**config.mk**
```make
export PLATFORM = sky130hd
export DESIGN_NAME = score_sequencer_flat
export DESIGN_NICKNAME = d
export VERILOG_FILES = /design/src/rtl/score_pkg.sv /design/src/rtl/score_sequencer_if.sv /design/src/rtl/score_sequencer_bin2bcd_seq.sv /design/src/rtl/score_sequencer.sv /design/src/flat_wrapper.sv
export SDC_FILE = /design/constraint.sdc
export NUM_CORES = 1
export LEC_CHECK = 0
export BUFFER_PORTS_ARGS = -buffer_cell sky130_fd_sc_hd__clkbuf_2
export CELL_PAD_IN_SITES_DETAIL_PLACEMENT = 0
export CELL_PAD_IN_SITES_GLOBAL_PLACEMENT = 2
export CORE_MARGIN = 4
export CORE_UTILIZATION = 35
export DETAILED_ROUTE_END_ITERATION = 10
export PLACE_DENSITY_LB_ADDON = 0.1
export SYNTH_ARGS = -nofsm -noshare
export SYNTH_HDL_FRONTEND = slang
export SYNTH_HIERARCHICAL = 1
export SYNTH_SLANG_ARGS = --single-unit
```
**constraint.sdc**
```tcl
create_clock -name clk -period 4.02 [get_ports clk]
set_clock_uncertainty 0.05 [all_clocks]
set_input_delay 0.804 -clock clk [delete_from_list [all_inputs] [get_ports clk]]
set_output_delay 0.804 -clock clk [all_outputs]
set_load 0.01 [all_outputs]
```
**src/rtl/score_pkg.sv**
```systemverilog
// Shared types and constants for the score sequencer slice.
// Level-related constants are only consumed when SCORE_LEVEL_EN is defined.
package score_pkg;

  typedef enum logic [1:0] {
    IDLE,
    ADD,
    CONV,
    WAIT_FRAME
  } state_e;

  localparam int SCORE_W_DEF     = 10;
  localparam int SCORE_MAX_DEF   = 999;
  localparam int LEVEL_W_DEF     = 4;
  localparam int LINES_PER_LEVEL = 10;
  localparam int LEVEL_CAP       = 9;
  localparam int BCD_DIGITS      = 3;

  // Base points per line-clear event; out-of-range counts score nothing.
  function automatic logic [3:0] base_points(input logic [2:0] lines);
    case (lines)
      3'd1:    return 4'd1;
      3'd2:    return 4'd3;
      3'd3:    return 4'd5;
      3'd4:    return 4'd8;
      default: return 4'd0;
    endcase
  endfunction

  function automatic logic [2:0] row_count(input logic [2:0] lines);
    return (lines >= 3'd1 && lines <= 3'd4) ? lines : 3'd0;
  endfunction

endpackage

```
**src/rtl/score_sequencer_if.sv**
```systemverilog
// Event-producer / digit-consumer bundle for score_sequencer.
// master = game logic + renderer side, slave = score_sequencer.
interface score_sequencer_if
  import score_pkg::*;
#(
    parameter int SCORE_W = SCORE_W_DEF,
    parameter int LEVEL_W = LEVEL_W_DEF
);

  logic               clear_valid;
  logic               clear_ready;
  logic [2:0]         lines_cleared;
  logic               frame_start;
  logic [SCORE_W-1:0] score;
  logic [3:0]         digit_hund;
  logic [3:0]         digit_tens;
  logic [3:0]         digit_ones;
  logic               digits_upd;
  logic [LEVEL_W-1:0] level;

  modport master (
    output clear_valid, lines_cleared, frame_start,
    input  clear_ready, score, digit_hund, digit_tens, digit_ones, digits_upd, level
  );

  modport slave (
    input  clear_valid, lines_cleared, frame_start,
    output clear_ready, score, digit_hund, digit_tens, digit_ones, digits_upd, level
  );

endinterface

```
**src/rtl/score_sequencer_bin2bcd_seq.sv**
```systemverilog
// Iterative double-dabble: one add-3/shift step per cycle, BIN_W steps per conversion.
// done is high during the final step; bcd holds the result from the following cycle on.
module bin2bcd_seq #(
    parameter int BIN_W  = 10,
    parameter int DIGITS = 3
) (
    input  logic                  clk,
    input  logic                  srst,
    input  logic                  start,
    input  logic [BIN_W-1:0]      bin,
    output logic                  busy,
    output logic                  done,
    output logic [4*DIGITS-1:0]   bcd
);

  localparam int CNT_W = $clog2(BIN_W + 1);

  logic [BIN_W-1:0]    bin_reg;
  logic [4*DIGITS-1:0] bcd_reg;
  logic [4*DIGITS-1:0] bcd_adj;
  logic [CNT_W-1:0]    cnt_reg;
  logic                busy_reg;

  genvar gi;
  generate
    for (gi = 0; gi < DIGITS; gi++) begin : g_adj
      assign bcd_adj[4*gi +: 4] = (bcd_reg[4*gi +: 4] >= 4'd5) ?
                                  bcd_reg[4*gi +: 4] + 4'd3 : bcd_reg[4*gi +: 4];
    end
  endgenerate

  always_ff @(posedge clk) begin
    if (srst) begin
      bin_reg  <= '0;
      bcd_reg  <= '0;
      cnt_reg  <= '0;
      busy_reg <= 1'b0;
    end else if (start) begin
      bin_reg  <= bin;
      bcd_reg  <= '0;
      cnt_reg  <= CNT_W'(BIN_W);
      busy_reg <= 1'b1;
    end else if (busy_reg) begin
      bcd_reg <= {bcd_adj[4*DIGITS-2:0], bin_reg[BIN_W-1]};
      bin_reg <= {bin_reg[BIN_W-2:0], 1'b0};
      cnt_reg <= cnt_reg - CNT_W'(1);
      if (cnt_reg == CNT_W'(1)) begin
        busy_reg <= 1'b0;
      end
    end
  end

  assign busy = busy_reg;
  assign done = busy_reg && (cnt_reg == CNT_W'(1));
  assign bcd  = bcd_reg;

endmodule

```
**src/rtl/score_sequencer.sv**
```systemverilog
// Saturating score keeper with frame-synchronous BCD digit commit.
// Optional SCORE_LEVEL_EN adds a lines/level counter that multiplies points.
module score_sequencer
  import score_pkg::*;
#(
    parameter int SCORE_W   = SCORE_W_DEF,
    parameter int SCORE_MAX = SCORE_MAX_DEF,
    parameter int LEVEL_W   = LEVEL_W_DEF
) (
    input  logic               clk,
    input  logic               rst,
    input  logic               game_reset,
    score_sequencer_if.slave   bus
);

  localparam int SUM_W = SCORE_W + 1;
  localparam int BCD_W = 4 * BCD_DIGITS;

  logic               clear_all;
  state_e             state_reg, state_next;
  logic [2:0]         lines_reg;
  logic [SCORE_W-1:0] score_reg;
  logic [BCD_W-1:0]   digits_reg;
  logic               upd_reg;

  logic               conv_start, conv_busy, conv_done, commit;
  logic [BCD_W-1:0]   conv_bcd;
  logic [3:0]         base;
  logic [SUM_W-1:0]   pts, sum;
  logic [SCORE_W-1:0] add_score;

  assign clear_all = rst || game_reset;

`ifdef SCORE_LEVEL_EN
  localparam int PROD_W = 4 + LEVEL_W;

  logic [LEVEL_W-1:0] level_reg;
  logic [3:0]         lines_in_level_reg, lines_sum;
  logic [PROD_W-1:0]  prod;

  assign lines_sum = lines_in_level_reg + {1'b0, row_count(lines_reg)};

  // Level advances on the event that crosses the threshold; points use the pre-event level.
  always_ff @(posedge clk) begin
    if (clear_all) begin
      level_reg          <= '0;
      lines_in_level_reg <= '0;
    end else if (state_reg == ADD && level_reg < LEVEL_W'(LEVEL_CAP)) begin
      if (lines_sum >= 4'(LINES_PER_LEVEL)) begin
        level_reg          <= level_reg + LEVEL_W'(1);
        lines_in_level_reg <= lines_sum - 4'(LINES_PER_LEVEL);
      end else begin
        lines_in_level_reg <= lines_sum;
      end
    end
  end

  assign bus.level = level_reg;
`else
  assign bus.level = LEVEL_W'(0);
`endif

  always_comb begin
    base = base_points(lines_reg);
`ifdef SCORE_LEVEL_EN
    prod = PROD_W'(base) * PROD_W'(level_reg + LEVEL_W'(1));
    pts  = (32'(prod) > 32'(SCORE_MAX)) ? SUM_W'(SCORE_MAX) : SUM_W'(prod);
`else
    pts  = SUM_W'(base);
`endif
    // One extra bit so the overflow past SCORE_MAX is visible before clamping.
    sum       = SUM_W'(score_reg) + pts;
    add_score = (sum > SUM_W'(SCORE_MAX)) ? SCORE_W'(SCORE_MAX) : sum[SCORE_W-1:0];
  end

  always_comb begin
    state_next = state_reg;
    conv_start = 1'b0;
    commit     = 1'b0;
    case (state_reg)
      IDLE:       if (bus.clear_valid && bus.clear_ready) state_next = ADD;
      ADD: begin
        conv_start = 1'b1;
        state_next = CONV;
      end
      CONV:       if (conv_done) state_next = WAIT_FRAME;
      WAIT_FRAME: if (bus.frame_start) begin
        commit     = 1'b1;
        state_next = IDLE;
      end
      default:    state_next = IDLE;
    endcase
  end

  always_ff @(posedge clk) begin
    if (clear_all) begin
      state_reg  <= IDLE;
      lines_reg  <= '0;
      score_reg  <= '0;
      digits_reg <= '0;
      upd_reg    <= 1'b0;
    end else begin
      state_reg <= state_next;
      upd_reg   <= commit;
      if (state_reg == IDLE && bus.clear_valid) lines_reg <= bus.lines_cleared;
      if (state_reg == ADD) score_reg <= add_score;
      if (commit) digits_reg <= conv_bcd;
    end
  end

  // Converter is fed the freshly computed score so it starts in the same edge the score register loads.
  bin2bcd_seq #(
      .BIN_W  (SCORE_W),
      .DIGITS (BCD_DIGITS)
  ) u_bin2bcd (
      .clk   (clk),
      .srst  (clear_all),
      .start (conv_start),
      .bin   (add_score),
      .busy  (conv_busy),
      .done  (conv_done),
      .bcd   (conv_bcd)
  );

  assign bus.clear_ready = (state_reg == IDLE) && !conv_busy;
  assign bus.score       = score_reg;
  assign bus.digit_hund  = digits_reg[11:8];
  assign bus.digit_tens  = digits_reg[7:4];
  assign bus.digit_ones  = digits_reg[3:0];
  assign bus.digits_upd  = upd_reg;

endmodule

```
**src/flat_wrapper.sv**
```systemverilog
// flat-port wrapper written by rule: the top's interface ports become plain ports
module score_sequencer_flat import score_pkg::*;
#(
    parameter int SCORE_W   = SCORE_W_DEF,
    parameter int SCORE_MAX = SCORE_MAX_DEF,
    parameter int LEVEL_W   = LEVEL_W_DEF
)
  (clk, rst, game_reset, bus_clear_valid, bus_lines_cleared, bus_frame_start, bus_clear_ready, bus_score, bus_digit_hund, bus_digit_tens, bus_digit_ones, bus_digits_upd, bus_level);
  score_sequencer_if #(.SCORE_W(SCORE_W), .LEVEL_W(LEVEL_W)) bus_i ();
  input  logic clk;
  input  logic rst;
  input  logic game_reset;
  input wire logic [$bits(bus_i.clear_valid)-1:0] bus_clear_valid;
  input wire logic [$bits(bus_i.lines_cleared)-1:0] bus_lines_cleared;
  input wire logic [$bits(bus_i.frame_start)-1:0] bus_frame_start;
  output wire logic [$bits(bus_i.clear_ready)-1:0] bus_clear_ready;
  output wire logic [$bits(bus_i.score)-1:0] bus_score;
  output wire logic [$bits(bus_i.digit_hund)-1:0] bus_digit_hund;
  output wire logic [$bits(bus_i.digit_tens)-1:0] bus_digit_tens;
  output wire logic [$bits(bus_i.digit_ones)-1:0] bus_digit_ones;
  output wire logic [$bits(bus_i.digits_upd)-1:0] bus_digits_upd;
  output wire logic [$bits(bus_i.level)-1:0] bus_level;
  assign bus_i.clear_valid = bus_clear_valid;
  assign bus_i.lines_cleared = bus_lines_cleared;
  assign bus_i.frame_start = bus_frame_start;
  assign bus_clear_ready = bus_i.clear_ready;
  assign bus_score = bus_i.score;
  assign bus_digit_hund = bus_i.digit_hund;
  assign bus_digit_tens = bus_i.digit_tens;
  assign bus_digit_ones = bus_i.digit_ones;
  assign bus_digits_upd = bus_i.digits_upd;
  assign bus_level = bus_i.level;
  score_sequencer #(.SCORE_W(SCORE_W), .SCORE_MAX(SCORE_MAX), .LEVEL_W(LEVEL_W)) u_core (.clk(clk), .rst(rst), .game_reset(game_reset), .bus(bus_i));
endmodule
```
# After elaboration in Yosys (flattened, before gate mapping)

Index checks and enable logic that the tools add are counted.

Output and inout port bits: 28
Word-level logic and storage cells: 59
Bits in registers: 55

Equal/unequal tests: 11
Multiplexer cells: 19
$lt $le $gt $ge: 4
$add $sub $neg: 5
Reduce and logical (&&, ||, !) cells: 10

Operator list:

| kind                   | number |
|---|---|
| $mux W10               | 3 |
| $mux W4                | 4 |
| $pmux W4 S4            | 1 |
| $ge A4 B3 Y1 const B   | 3 |
| $add A10 B4 Y11        | 1 |
| $gt A11 B10 Y1 const B | 1 |
| $add A4 B2 Y4 const B  | 2 |
| $pmux W2 S4            | 1 |
| $eq A3 B2 Y1 const B   | 2 |
| $mux W1                | 6 |
| $mux W2                | 3 |
| $eq A2 B2 Y1 const B   | 2 |
| $eq A4 B1 Y1 const B   | 1 |
| $logic_and A1 B1 Y1    | 4 |
| $ne A2 B1 Y1 const B   | 2 |
| $sub A4 B1 Y4 const B  | 1 |
| $add A3 B2 Y3 const B  | 1 |
| $eq A3 B1 Y1 const B   | 1 |
| $eq A3 B3 Y1 const B   | 1 |
| $mux W3                | 1 |
| $reduce_and A3 Y1      | 1 |
| $eq A2 B1 Y1 const B   | 1 |
| $logic_not A2 Y1       | 1 |
| $ne A2 B2 Y1 const B   | 1 |
| other kinds (4)        | 4 |

# Depth between registers and ports, before layout

Gate-level depths: netlist of run 1.

Depth in word-level cells: 6
Gate-level depth with buffers: 14

# By module

The synthesis of run 1 kept the hierarchy.

By module, submodules not included:

| module          | seq. area each (um^2) | cells each | times used | area an instance (um^2) |
|---|---|---|---|---|
| score_sequencer | 560.5                 | 206        | 1          | 1622.8 |
| bin2bcd_seq     | 540.5                 | 178        | 1          | 1472.7 |

# Least setup slack after synthesis of run 1

Ideal clock, no wire load.

Path kind: register -> register
Start: register u_core.lines_reg[1]
End: register u_core.u_bin2bcd.bin_reg[3]
Data required time: 3.838 ns
Slack: 1.046 ns
Cell stages (with the launch flop): 12
Arrival: 2.792 ns
Library setup time: 0.132 ns
Cells stage by stage: dfxtp_1 > or3b_2 > fa_1 > nand2b_2 > a21oi_2 > xnor2_1 > a2111o_1 > o21a_1 > buf_6 > and2_1 > nand2_1 > a21oi_1

Word-level cells in the longest chain between the ends: 6
Elaborated cells on any way between the ends: 9

RTL lines:

| item                                 | line                              | source |
|---|---|---|
| from (decl)                          | score_sequencer.sv:21             | `logic [2:0] lines_reg;` |
| from (signal assigned)               | score_sequencer.sv:105            | `if (state_reg == IDLE && bus.clear_valid) lines_reg <= bus.lines_cleared;` |
| $eq A3 B3 Y1 (tied with other cells) | score_pkg.sv:21                   | `case (lines)` |
| $pmux W4 S4 (*)                      | score_pkg.sv:21                   |  |
| $add A10 B4 Y11 (*)                  | score_sequencer.sv:72             | `sum = SUM_W'(score_reg) + pts;` |
| $gt A11 B10 Y1                       | score_sequencer.sv:73             | `add_score = (sum > SUM_W'(SCORE_MAX)) ? SCORE_W'(SCORE_MAX) : sum[SCORE_W-1:0];` |
| $mux W10 (*)                         | score_sequencer.sv:73             |  |
| named net u_core.add_score[3]        | score_sequencer.sv:30             | `logic [SCORE_W-1:0] add_score;` |
| $mux W10 (*)                         | score_sequencer_bin2bcd_seq.sv:38 | `end else if (start) begin` |
| to (signal assigned)                 | score_sequencer_bin2bcd_seq.sv:39 | `bin_reg <= bin;` |
| to (signal assigned)                 | score_sequencer_bin2bcd_seq.sv:45 | `bin_reg <= {bin_reg[BIN_W-2:0], 1'b0};` |
| to (decl)                            | score_sequencer_bin2bcd_seq.sv:18 | `logic [BIN_W-1:0] bin_reg;` |

The timed path passes the listed nets; every way through them passes the cells marked *.
A chain may end at the register's enable or synchronous reset.

# Final worst setup path of run 1

Same ends and word-level chain as after synthesis.

==> results of run 1 <==
worst max-delay path by stage:
stage / slack (ns) / start / cells past startpoint / endpoint
after detailed placement: 0.77 / u_core/lines_reg[1]$_SDFFE_PP0P_ / 10 / u_core/u_bin2bcd/bin_reg[3]$_SDFFE_PP0P_
final: 0.77 / u_core/lines_reg[1]$_SDFFE_PP0P_ / 10 / u_core/u_bin2bcd/bin_reg[3]$_SDFFE_PP0P_
after floorplan: 1.05 / u_core/lines_reg[1]$_SDFFE_PP0P_ / 11 / u_core/u_bin2bcd/bin_reg[3]$_SDFFE_PP0P_
after CTS: 0.76 / u_core/lines_reg[1]$_SDFFE_PP0P_ / 10 / u_core/u_bin2bcd/bin_reg[3]$_SDFFE_PP0P_
after global routing: 0.59 / u_core/lines_reg[1]$_SDFFE_PP0P_ / 10 / u_core/u_bin2bcd/bin_reg[3]$_SDFFE_PP0P_
after global placement: 0.83 / u_core/lines_reg[1]$_SDFFE_PP0P_ / 10 / u_core/u_bin2bcd/bin_reg[3]$_SDFFE_PP0P_
per-layer routing:
layer,track usage (%),vias up
li1,-,1361
met1,22.0,1220
met2,19.9,37
met3,2.80,5
met4,3.53,0
met5,0,-
layout make-up:
class	count	area (sq um)	area share, %
clock buffer	5	68.8	2.02
clock inverter	3	43.8	1.28
multi-input combinational	283	1770	51.7
tap	108	135	3.96
inverter	26	97.6	2.86
sequential	55	1100	32.3
timing repair buffer	37	200	5.87
cells by family after synthesis:
logic type	after synthesis	synth area share, %
xor+xnor	10	2.83
compound gates	89	18.6
simple gates	150	23.3
other cells	1	0.121
mux	12	4.24
buf+inv	49	7.76
flops	55	35.6
fa+ha+maj	18	7.52
cell usage in the layout, fill, tap and decap left out, types with 4 or more instances in the layout:
cell                       count
sky130_fd_sc_hd__nand2_1      68
sky130_fd_sc_hd__inv_1        26
sky130_fd_sc_hd__or3b_2        4
sky130_fd_sc_hd__clkbuf_8      5
sky130_fd_sc_hd__o21ai_0      13
sky130_fd_sc_hd__nor3_1        6
sky130_fd_sc_hd__dfxtp_1      55
sky130_fd_sc_hd__o211ai_1      4
sky130_fd_sc_hd__xnor2_1       6
sky130_fd_sc_hd__a21oi_1      38
sky130_fd_sc_hd__buf_4         6
sky130_fd_sc_hd__nand3_1      16
sky130_fd_sc_hd__ha_1         17
sky130_fd_sc_hd__a31oi_1       8
sky130_fd_sc_hd__xor2_1        4
sky130_fd_sc_hd__nand2b_1      5
sky130_fd_sc_hd__a2111o_1      5
sky130_fd_sc_hd__mux2_2        9
sky130_fd_sc_hd__nor3b_1       4
sky130_fd_sc_hd__nor2_1       26
sky130_fd_sc_hd__clkbuf_2     31
sky130_fd_sc_hd__conb_1        4
metrics by stage:
step,cell area (sq um),power (mW)
final,3410,1.01
after global routing,3410,1.06
after detailed placement,3300,0.647
after CTS,3410,1.04
after global placement,3300,0.647
after floorplan,3110,0.626
worst max-delay path, delay by kind of cell (launching register included):
family	cells	cell delay [ns]
and+or+nand+nor	4	1.00
adders and majority gates	1	0.43
AOI/OAI and AO/OA	4	1.14
xor gates and xnor gates	1	0.12
DFF	1	0.38
power by group:
part	leakage (nW)	internal, mW	switching (mW)	total, mW
clock network	0.0581	0.186	0.195	0.381
registers	0.444	0.550	0.00548	0.556
logic	0.761	0.0264	0.0510	0.0773
total	1.26	0.763	0.251	1.01
==> out/results.txt, run 1 <==
IO buf count -> 31
Max Fanout on Critical Path -> 11
most common cell in the synthesized netlist -> sky130_fd_sc_hd__nand2_1
DRC violations left -> 0
top routing layer in use -> met4
count of buffers added by post-CTS timing repair for setup -> 0
routed length per placed instance -> 13.5 um
final weighted congestion in routability-driven placement -> 0.783
total wirelength of the detailed-routed design -> 6990 um
final worst-path cycle share -> 80.8%
most common flop cell mapped by yosys -> sky130_fd_sc_hd__dfxtp_1
routed vias/inst -> 5.07
CP cell instances -> or3b_2, fa_1, nand2b_2, a21oi_2, xnor2_1, a2111o_1, o21a_1, and2_1, nand2_1, a21oi_1
Reg-to-Reg Start -> u_core/lines_reg[1]$_SDFFE_PP0P_
worst hold path depth -> 2
flop and latch count out of synthesis -> 55
share of final-layout standard cells stronger than drive strength 1 -> 16.4%
aggregate negative setup slack -> 0 ns
clock latency reported for the late side of the worst-skew pair -> 0.32 ns
WHS -> 0.409 ns
Max-cap violations -> 0
router iterations before antenna repair -> 4
pin count of the biggest net entering global routing -> 26
initial antenna violation count -> 0
post-route met1 wirelength -> 3730 um
maximum root-to-sink buffer count -> 2
clock-pin transition on the worst setup and hold timing paths -> 0.10 ns
share of async-settable or async-resettable flops after synthesis -> 0%
total of endpoints with negative setup slack in the final report -> 0
crit end category -> register
Worst Min Path Start -> u_core/digits_reg[2]$_SDFFE_PP0P_
starting density of the core -> 35.7%
# hold bufs at CTS -> 0
setup slack after placement -> 0.771 ns
worst rel slew slack -> 48.7%
DIE AREA -> 0.0104 sq mm
startpoint-to-endpoint class of the critical path -> register to register
startpoint class of the critical path -> register
total number of clock tree sinks -> 55
initial DRC count -> 114
via count of the routed design -> 2,623
Root Buffer -> sky130_fd_sc_hd__clkbuf_8
setup repair after global routing missed its margin -> false
die extent in x -> 102 um
Util after Layout -> 39.3%
number of cells upsized or downsized after cts -> 0
achievable frequency -> 308 MHz
post-synthesis to final-layout area growth -> 10.2%
number of clock buffers inserted by TritonCTS -> 5
number of library cell types mapped by synthesis -> 54
worst vdd ir -> 0.123 mV
Syn. warnings -> 6
main area contributors after synthesis -> sky130_fd_sc_hd__dfxtp_1 (36%), sky130_fd_sc_hd__nand2_1 (8.2%), sky130_fd_sc_hd__ha_1 (6.9%)
met2 wirelength from detailed routing -> 3000 um
Floorplan Core Area -> 0.00868 sq mm
worst-path cell with the longest stage delay -> sky130_fd_sc_hd__or3b_2
crit-path max cell delay -> 0.50 ns
Setup WS post-layout -> 0.772 ns
CTS tree -> yes
number of standard cells in the layout, taps in and fillers out -> 517
static power due to leakage -> 1.26 nW
final hold violations -> 0
share of the yosys chip area belonging to registers -> 35.6%
required time of the worst setup path -> 4.17 ns
cell count after synthesis -> 384
# IOs -> 36
cell taking the most area after synthesis -> sky130_fd_sc_hd__dfxtp_1
synthesized area per cell -> 8.06 sq um
overflow left after global routing -> 0
nets -> 434
number of pins exceeding their max-slew limit in the final report -> 0
Met3 Wirelength -> 194 um
power density relative to cell area -> 297 mW/mm^2
R2R cell count -> 10
Tightest Pin Transition -> 0.766 ns
overall fraction of global-route tracks in use -> 14.2%
flop-to-flop setup slack -> 0.77 ns
r2r endpoint -> u_core/u_bin2bcd/bin_reg[3]$_SDFFE_PP0P_
post-synth design cell area -> 0.00310 sq mm
CP arrival -> 3.40 ns
top cell types by occurrence after synthesis -> sky130_fd_sc_hd__nand2_1 (68), sky130_fd_sc_hd__dfxtp_1 (55), sky130_fd_sc_hd__a21oi_1 (38)
run status -> complete, no violations
first-pass GRT wire length -> 12,000 um
ANT cells -> 0
number of cells after detailed placement -> 509
ANT nets after route -> 0
Filler cells -> 909
worst min-delay path class -> register to register
proportion of netlist area held by the largest area contributor -> 35.6%
min Tclk post-route -> 3.25 ns
floorplan die height -> 102 um
endpoint with the worst hold slack -> u_core/digits_reg[2]$_SDFFE_PP0P_
via count of the first global-routing pass -> 2,446
Post-synth EDFFs -> 0
HPWL after detailed placement -> 5050 um
standard-cell row count -> 34
H-tree lvl count -> 2
Power figures use the tool's default switching activity.
==> run 2: changes to the inputs <==
clock period = 3.2 ns   (was 4.02 ns; I/O delays follow)
==> run 2 against run 1 <==
Net effect: worst hold slack is essentially flat; via count increased by 0.30%; wire length is 0.11% higher; global-route usage is 0.24 points higher; die area stayed put; largest cell class unchanged; critical path depth unchanged; total power is 16% higher.
==> out/results.txt, run 2 (same netlist as run 1, synthesis figures left out) <==
standard-cell row count -> 34 (unchanged)
number of pins exceeding their max-slew limit in the final report -> 0 (unchanged)
CTS tree -> yes
IO buf count -> 31 (unchanged)
maximum root-to-sink buffer count -> 2 (unchanged)
sequential group share of total power -> 59.6% (+4.8 points)
pin count of the biggest net entering global routing -> 38 (+46%)
first-pass GRT wire length -> 12,200 um (+1.1%)
post-synthesis to final-layout area growth -> 11.1%
Filler cells -> 939 (+3.3%)
Root Buffer -> sky130_fd_sc_hd__clkbuf_8
CP cell instances -> or3b_2, fa_1, nand2b_2, a211oi_4, xnor2_1, a2111o_1, o21a_4, and2_1, nand2_1, a21oi_1
achievable frequency -> 329 MHz (+6.7%)
area of all sequential standard cells -> 0.00110 sq mm (unchanged)
placed cell areas -> 0.00334 sq mm (+1.3%)
share of final-layout standard cells stronger than drive strength 1 -> 16.9% (+0.57 points)
switching power -> 295 uW (+17%)
run status -> complete, no violations
starting density of the core -> 35.7% (unchanged)
final worst-path cycle share -> 95.1% (+14 points)
Final Cell Area -> 0.00344 sq mm (+0.77%)
crit-path max cell delay -> 0.49 ns (about the same)
# hold bufs at CTS -> 0 (unchanged)
required time of the worst setup path -> 3.33 ns (-0.84 ns)
Tightest Pin Transition -> 0.724 ns (-0.0425 ns)
fraction of power spent switching nets -> 25.1% (+0.32 points)
worst rel slew slack -> 51.7% (+3.0 points)
overflow left after global routing -> 0 (unchanged)
number of buffers and inverters on the critical path -> 0 (unchanged)
router iterations before antenna repair -> 4 (unchanged)
final weighted congestion in routability-driven placement -> 0.781 (-0.20%)
initial DRC count -> 87 (-24%)
via count of the first global-routing pass -> 2,489 (+1.8%)
most frequent cells in the layout -> sky130_fd_sc_hd__nand2_1 (68), sky130_fd_sc_hd__dfxtp_1 (55), sky130_fd_sc_hd__a21oi_1 (38), sky130_fd_sc_hd__clkbuf_2 (31)
area occupied by multi-input gates -> 0.00178 sq mm (+0.85%)
H-tree lvl count -> 2 (unchanged)
routed vias/inst -> 5.05 (-0.47%)
startpoint class of the critical path -> register
total wirelength of the detailed-routed design -> 7000 um (+0.11%)
clock power share -> 32.2% (-5.4 points)
CP arrival -> 3.18 ns (-0.22 ns)
total of endpoints with negative setup slack in the final report -> 0 (unchanged)
Util after Layout -> 39.6% (+0.30 points)
Int Pwr -> 880 uW (+15%)
Floorplan Core Area -> 0.00868 sq mm (unchanged)
aggregate negative setup slack -> 0 ns (unchanged)
number of clock buffers inserted by TritonCTS -> 5 (unchanged)
DRC violations left -> 0 (unchanged)
via count of the routed design -> 2,631 (+0.30%)
min Tclk post-route -> 3.04 ns (-0.205 ns)
Top Family by Delay on Critical Path -> compound AO/OA/AOI/OAI gates
Max Fanout on Critical Path -> 9 (-2)
initial antenna violation count -> 0 (unchanged)
overall fraction of global-route tracks in use -> 14.4% (+0.24 points)
crit end category -> register
Setup WS post-layout -> 0.157 ns (-0.615 ns)
worst-path cell with the longest stage delay -> sky130_fd_sc_hd__or3b_2
clock latency reported for the late side of the worst-skew pair -> 0.30 ns (-0.02 ns)
floorplan die height -> 102 um (unchanged)
combinational group share of total power -> 8.3% (+0.7 points)
die extent in x -> 102 um (unchanged)
startpoint-to-endpoint class of the critical path -> register to register
ANT cells -> 0 (unchanged)
static power due to leakage -> 1.27 nW (+0.60%)
worst min-delay path class -> register to register
HPWL after detailed placement -> 5030 um (-0.47%)
routed length per placed instance -> 13.4 um (-0.65%)
Max-cap violations -> 0 (unchanged)
most frequent standard cell in the layout excluding fill and tap cells -> sky130_fd_sc_hd__nand2_1
clock-pin transition on the worst setup and hold timing paths -> 0.10 ns (about the same)
# IOs -> 36 (unchanged)
worst vdd ir -> 0.173 mV (+41%)
power density relative to cell area -> 342 mW/mm^2 (+15%)
setup slack after placement -> 0.0533 ns (-0.718 ns)
DIE AREA -> 0.0104 sq mm (unchanged)
final hold violations -> 0 (unchanged)
ANT nets after route -> 0 (unchanged)
total number of clock tree sinks -> 55 (unchanged)
nets -> 438 (+0.92%)
run 2: final timing paths:
check	start	to	slack [ns]	cells past startpoint
worst max-delay path	u_core/lines_reg[1]$_SDFFE_PP0P_	u_core/u_bin2bcd/bin_reg[3]$_SDFFE_PP0P_	0.16	10
worst min-delay path	u_core/digits_reg[2]$_SDFFE_PP0P_	u_core/digits_reg[2]$_SDFFE_PP0P_	0.41	2
worst max register to register	u_core/lines_reg[1]$_SDFFE_PP0P_	u_core/u_bin2bcd/bin_reg[3]$_SDFFE_PP0P_	0.16	10
worst min register to register	u_core/digits_reg[2]$_SDFFE_PP0P_	u_core/digits_reg[2]$_SDFFE_PP0P_	0.41	2
run 2: cell type report:
| type | count | area share (%) |
|---|---|---|
| Multi-Input combinational cell | 283 | 51.8 |
| Clock inverter | 1 | 0.146 |
| Timing Repair Buffer | 41 | 7.06 |
| Tap cell | 108 | 3.93 |
| Sequential cell | 55 | 32.0 |
| Clock buffer | 7 | 2.22 |
| Inverter | 26 | 2.84 |
run 2: through the flow:
step,cells,power [mW],hold slack (ns)
after floorplan,387,0.786,0.404
after global routing,521,1.24,0.425
final,521,1.17,0.409
after detailed placement,513,0.815,0.397
after CTS,521,1.20,0.412
after global placement,513,0.815,0.395
run 2: repair_timing:
action                     4_1_cts  5_1_grt
setup endpoints to repair        0       10
resized for setup                0        3
setup buffers                    0        0
run 2: per-layer routing:
layer  part of all wire, %  vias to the layer above  GRT usage, %
met4                  0.81                        0          3.33
met2                    43                       36          21.5
li1                      -                     1360             -
met1                    52                     1229          21.5
met5                     0                        -             0
met3                   3.8                        6          2.80
run 2: power groups by stage:
stage	Sequential, mW	Clock [mW]	Combinational [mW]
after floorplan	0.713	0	0.0730
after global placement	0.716	0	0.0991
after detailed placement	0.716	0	0.0985
after CTS	0.700	0.403	0.0993
after global routing	0.702	0.430	0.112
final	0.700	0.378	0.0969
run 2: worst reg2reg max path, cell delays in order (launching register included):
cell	delay (ns)
sky130_fd_sc_hd__dfxtp_1	0.37
sky130_fd_sc_hd__or3b_2	0.49
sky130_fd_sc_hd__fa_1	0.43
sky130_fd_sc_hd__nand2b_2	0.23
sky130_fd_sc_hd__a211oi_4	0.25
sky130_fd_sc_hd__xnor2_1	0.12
sky130_fd_sc_hd__a2111o_1	0.44
sky130_fd_sc_hd__o21a_4	0.27
sky130_fd_sc_hd__and2_1	0.16
sky130_fd_sc_hd__nand2_1	0.06
sky130_fd_sc_hd__a21oi_1	0.05
==> run 3: changes to the inputs <==
PLACE_DENSITY = 0.76   (was not set)
PLACE_DENSITY_LB_ADDON = not set   (was 0.1)
==> run 3 against run 2 <==
Net effect: fmax is 0.70% higher; wire length fell by 0.63%; first-iteration DRC count fell by 29%; clock power increased by 11%; clock-buffer cell count decreased by 2; die area stayed put; setup slack better by 0.021 ns; non-clock buffer count up 1; global-route usage fell by 0.54 points; critical endpoint unchanged.
==> out/results.txt, run 3 (same netlist as run 1, synthesis figures left out) <==
routed vias/inst -> 5.01 (-0.76%)
CP arrival -> 3.16 ns (-0.02 ns)
Tightest Pin Transition -> 0.503 ns (-0.221 ns)
final weighted congestion in routability-driven placement -> 0.780 (-0.24%)
flop-to-flop setup slack -> 0.18 ns (+0.02 ns)
router iterations before antenna repair -> 4 (unchanged)
Util after Layout -> 39.7% (+0.13 points)
overflow left after global routing -> 0 (unchanged)
initial antenna violation count -> 0 (unchanged)
# IOs -> 36 (unchanged)
ANT cells -> 0 (unchanged)
clock latency reported for the late side of the worst-skew pair -> 0.32 ns (+0.02 ns)
total of endpoints with negative setup slack in the final report -> 0 (unchanged)
switching power -> 331 uW (+12%)
startpoint class of the critical path -> register
ANT nets after route -> 0 (unchanged)
combinational group share of total power -> 8.1% (-0.2 points)
fraction of power spent switching nets -> 27.2% (+2.1 points)
required time of the worst setup path -> 3.34 ns (about the same)
aggregate negative setup slack -> 0 ns (unchanged)
Int Pwr -> 887 uW (+0.82%)
most frequent standard cell in the layout excluding fill and tap cells -> sky130_fd_sc_hd__nand2_1
CTS tree -> yes
die extent in x -> 102 um (unchanged)
worst vdd ir -> 0.166 mV (-4.0%)
run status -> complete, no violations
post-synthesis to final-layout area growth -> 11.4%
floorplan die height -> 102 um (unchanged)
via count of the first global-routing pass -> 2,424 (-2.6%)
static power due to leakage -> 1.28 nW (+0.54%)
min Tclk post-route -> 3.02 ns (-0.0212 ns)
Filler cells -> 925 (-1.5%)
via count of the routed design -> 2,616 (-0.57%)
starting density of the core -> 35.7% (unchanged)
share of final-layout standard cells stronger than drive strength 1 -> 17.9% (+0.93 points)
first-pass GRT wire length -> 11,800 um (-3.4%)
power density relative to cell area -> 353 mW/mm^2 (+3.3%)
standard-cell row count -> 34 (unchanged)
DIE AREA -> 0.0104 sq mm (unchanged)
DRC violations left -> 0 (unchanged)
Root Buffer -> sky130_fd_sc_hd__clkbuf_8
IO buf count -> 31 (unchanged)
number of pins exceeding their max-slew limit in the final report -> 0 (unchanged)
Max Fanout on Critical Path -> 8 (-1)
overall fraction of global-route tracks in use -> 13.9% (-0.54 points)
initial DRC count -> 62 (-29%)
most frequent cells in the layout -> sky130_fd_sc_hd__nand2_1 (68), sky130_fd_sc_hd__dfxtp_1 (54), sky130_fd_sc_hd__a21oi_1 (38), sky130_fd_sc_hd__clkbuf_2 (31)
crit end category -> register
pin count of the biggest net entering global routing -> 43 (+13%)
achievable frequency -> 331 MHz (+0.70%)
routed length per placed instance -> 13.3 um (-0.82%)
Max-cap violations -> 0 (unchanged)
HPWL after detailed placement -> 4890 um (-2.8%)
clock power share -> 34.6% (+2.4 points)
total number of clock tree sinks -> 55 (unchanged)
worst rel slew slack -> 66.5% (+15 points)
startpoint-to-endpoint class of the critical path -> register to register
final hold violations -> 0 (unchanged)
total wirelength of the detailed-routed design -> 6960 um (-0.63%)
number of clock buffers inserted by TritonCTS -> 5 (unchanged)
worst min-delay path class -> register to register
setup repair after global routing missed its margin -> false
sequential group share of total power -> 57.3% (-2.3 points)
nets -> 439 (+0.23%)
Floorplan Core Area -> 0.00868 sq mm (unchanged)
clock-pin transition on the worst setup and hold timing paths -> 0.11 ns (about the same)
power consumption -> 1.22 mW (+3.7%)
maximum root-to-sink buffer count -> 2 (unchanged)
H-tree lvl count -> 2 (unchanged)
final worst-path cycle share -> 94.4% (-0.66 points)
==> run 3: repair_timing <==
item,in CTS,in global routing
hold buffers,0,0
buffers inserted,0,1
resized for setup,0,4
endpoints found under the setup margin,0,11
==> run 3: per-stage QoR <==
step | cells | cell area, sq um | hold WS (ns) | setup WS (ns)
final | 522 | 3450 | 0.413 | 0.179
after floorplan | 387 | 3110 | 0.404 | 0.226
after detailed placement | 513 | 3330 | 0.399 | 0.0858
after global placement | 513 | 3330 | 0.394 | 0.122
after global routing | 522 | 3450 | 0.428 | 0.0152
after CTS | 521 | 3430 | 0.417 | 0.0418
==> run 3: layer usage <==
metal / wire, um / GRT usage (%) / vias to the layer above
li1: - / - / 1368
met1: 3690 / 20.8 / 1208
met2: 2990 / 20.0 / 35
met3: 196 / 2.73 / 5
met4: 75 / 4.04 / 0
met5: 0 / 0 / -
==> run 3: cell type report <==
type	instances	area [sq um]	area share [%]
clock buffers	5	68.8	1.99
clock inverters	3	27.5	0.798
inverters	26	97.6	2.83
multi-input cells	283	1780	51.6
flip-flops and latches	55	1100	32.0
well taps	108	135	3.92
repair buffers	42	238	6.89
==> run 3: final timing paths <==
path | from | to | cells after the start
setup reg to reg | u_core/lines_reg[0]$_SDFFE_PP0P_ | u_core/u_bin2bcd/bin_reg[3]$_SDFFE_PP0P_ | 10
hold reg to reg | u_core/digits_reg[3]$_SDFFE_PP0P_ | u_core/digits_reg[3]$_SDFFE_PP0P_ | 2
hold / removal | u_core/digits_reg[3]$_SDFFE_PP0P_ | u_core/digits_reg[3]$_SDFFE_PP0P_ | 2
setup / recovery | u_core/lines_reg[0]$_SDFFE_PP0P_ | u_core/u_bin2bcd/bin_reg[3]$_SDFFE_PP0P_ | 10
==> run 3: critical path: stages (launching register included) <==
cell and delay (ns):
sky130_fd_sc_hd__dfxtp_1 0.34, sky130_fd_sc_hd__or3b_2 0.51, sky130_fd_sc_hd__fa_1 0.44, sky130_fd_sc_hd__nand2b_2 0.24, sky130_fd_sc_hd__a21oi_2 0.18, sky130_fd_sc_hd__xnor2_1 0.10
sky130_fd_sc_hd__a2111o_1 0.48, sky130_fd_sc_hd__o21a_4 0.27, sky130_fd_sc_hd__and2_1 0.16, sky130_fd_sc_hd__nand2_1 0.06, sky130_fd_sc_hd__a21oi_1 0.06
==> run 3: power groups by stage <==
stage          Sequential (mW)  Combinational, mW  Clock [mW]
5_1_grt                  0.700              0.113       0.467
3_3_place_gp             0.714             0.0999           0
2_1_floorplan            0.713             0.0730           0
6_report                 0.698             0.0989       0.421
3_5_place_dp             0.714             0.0989           0
4_1_cts                  0.698             0.0994       0.445
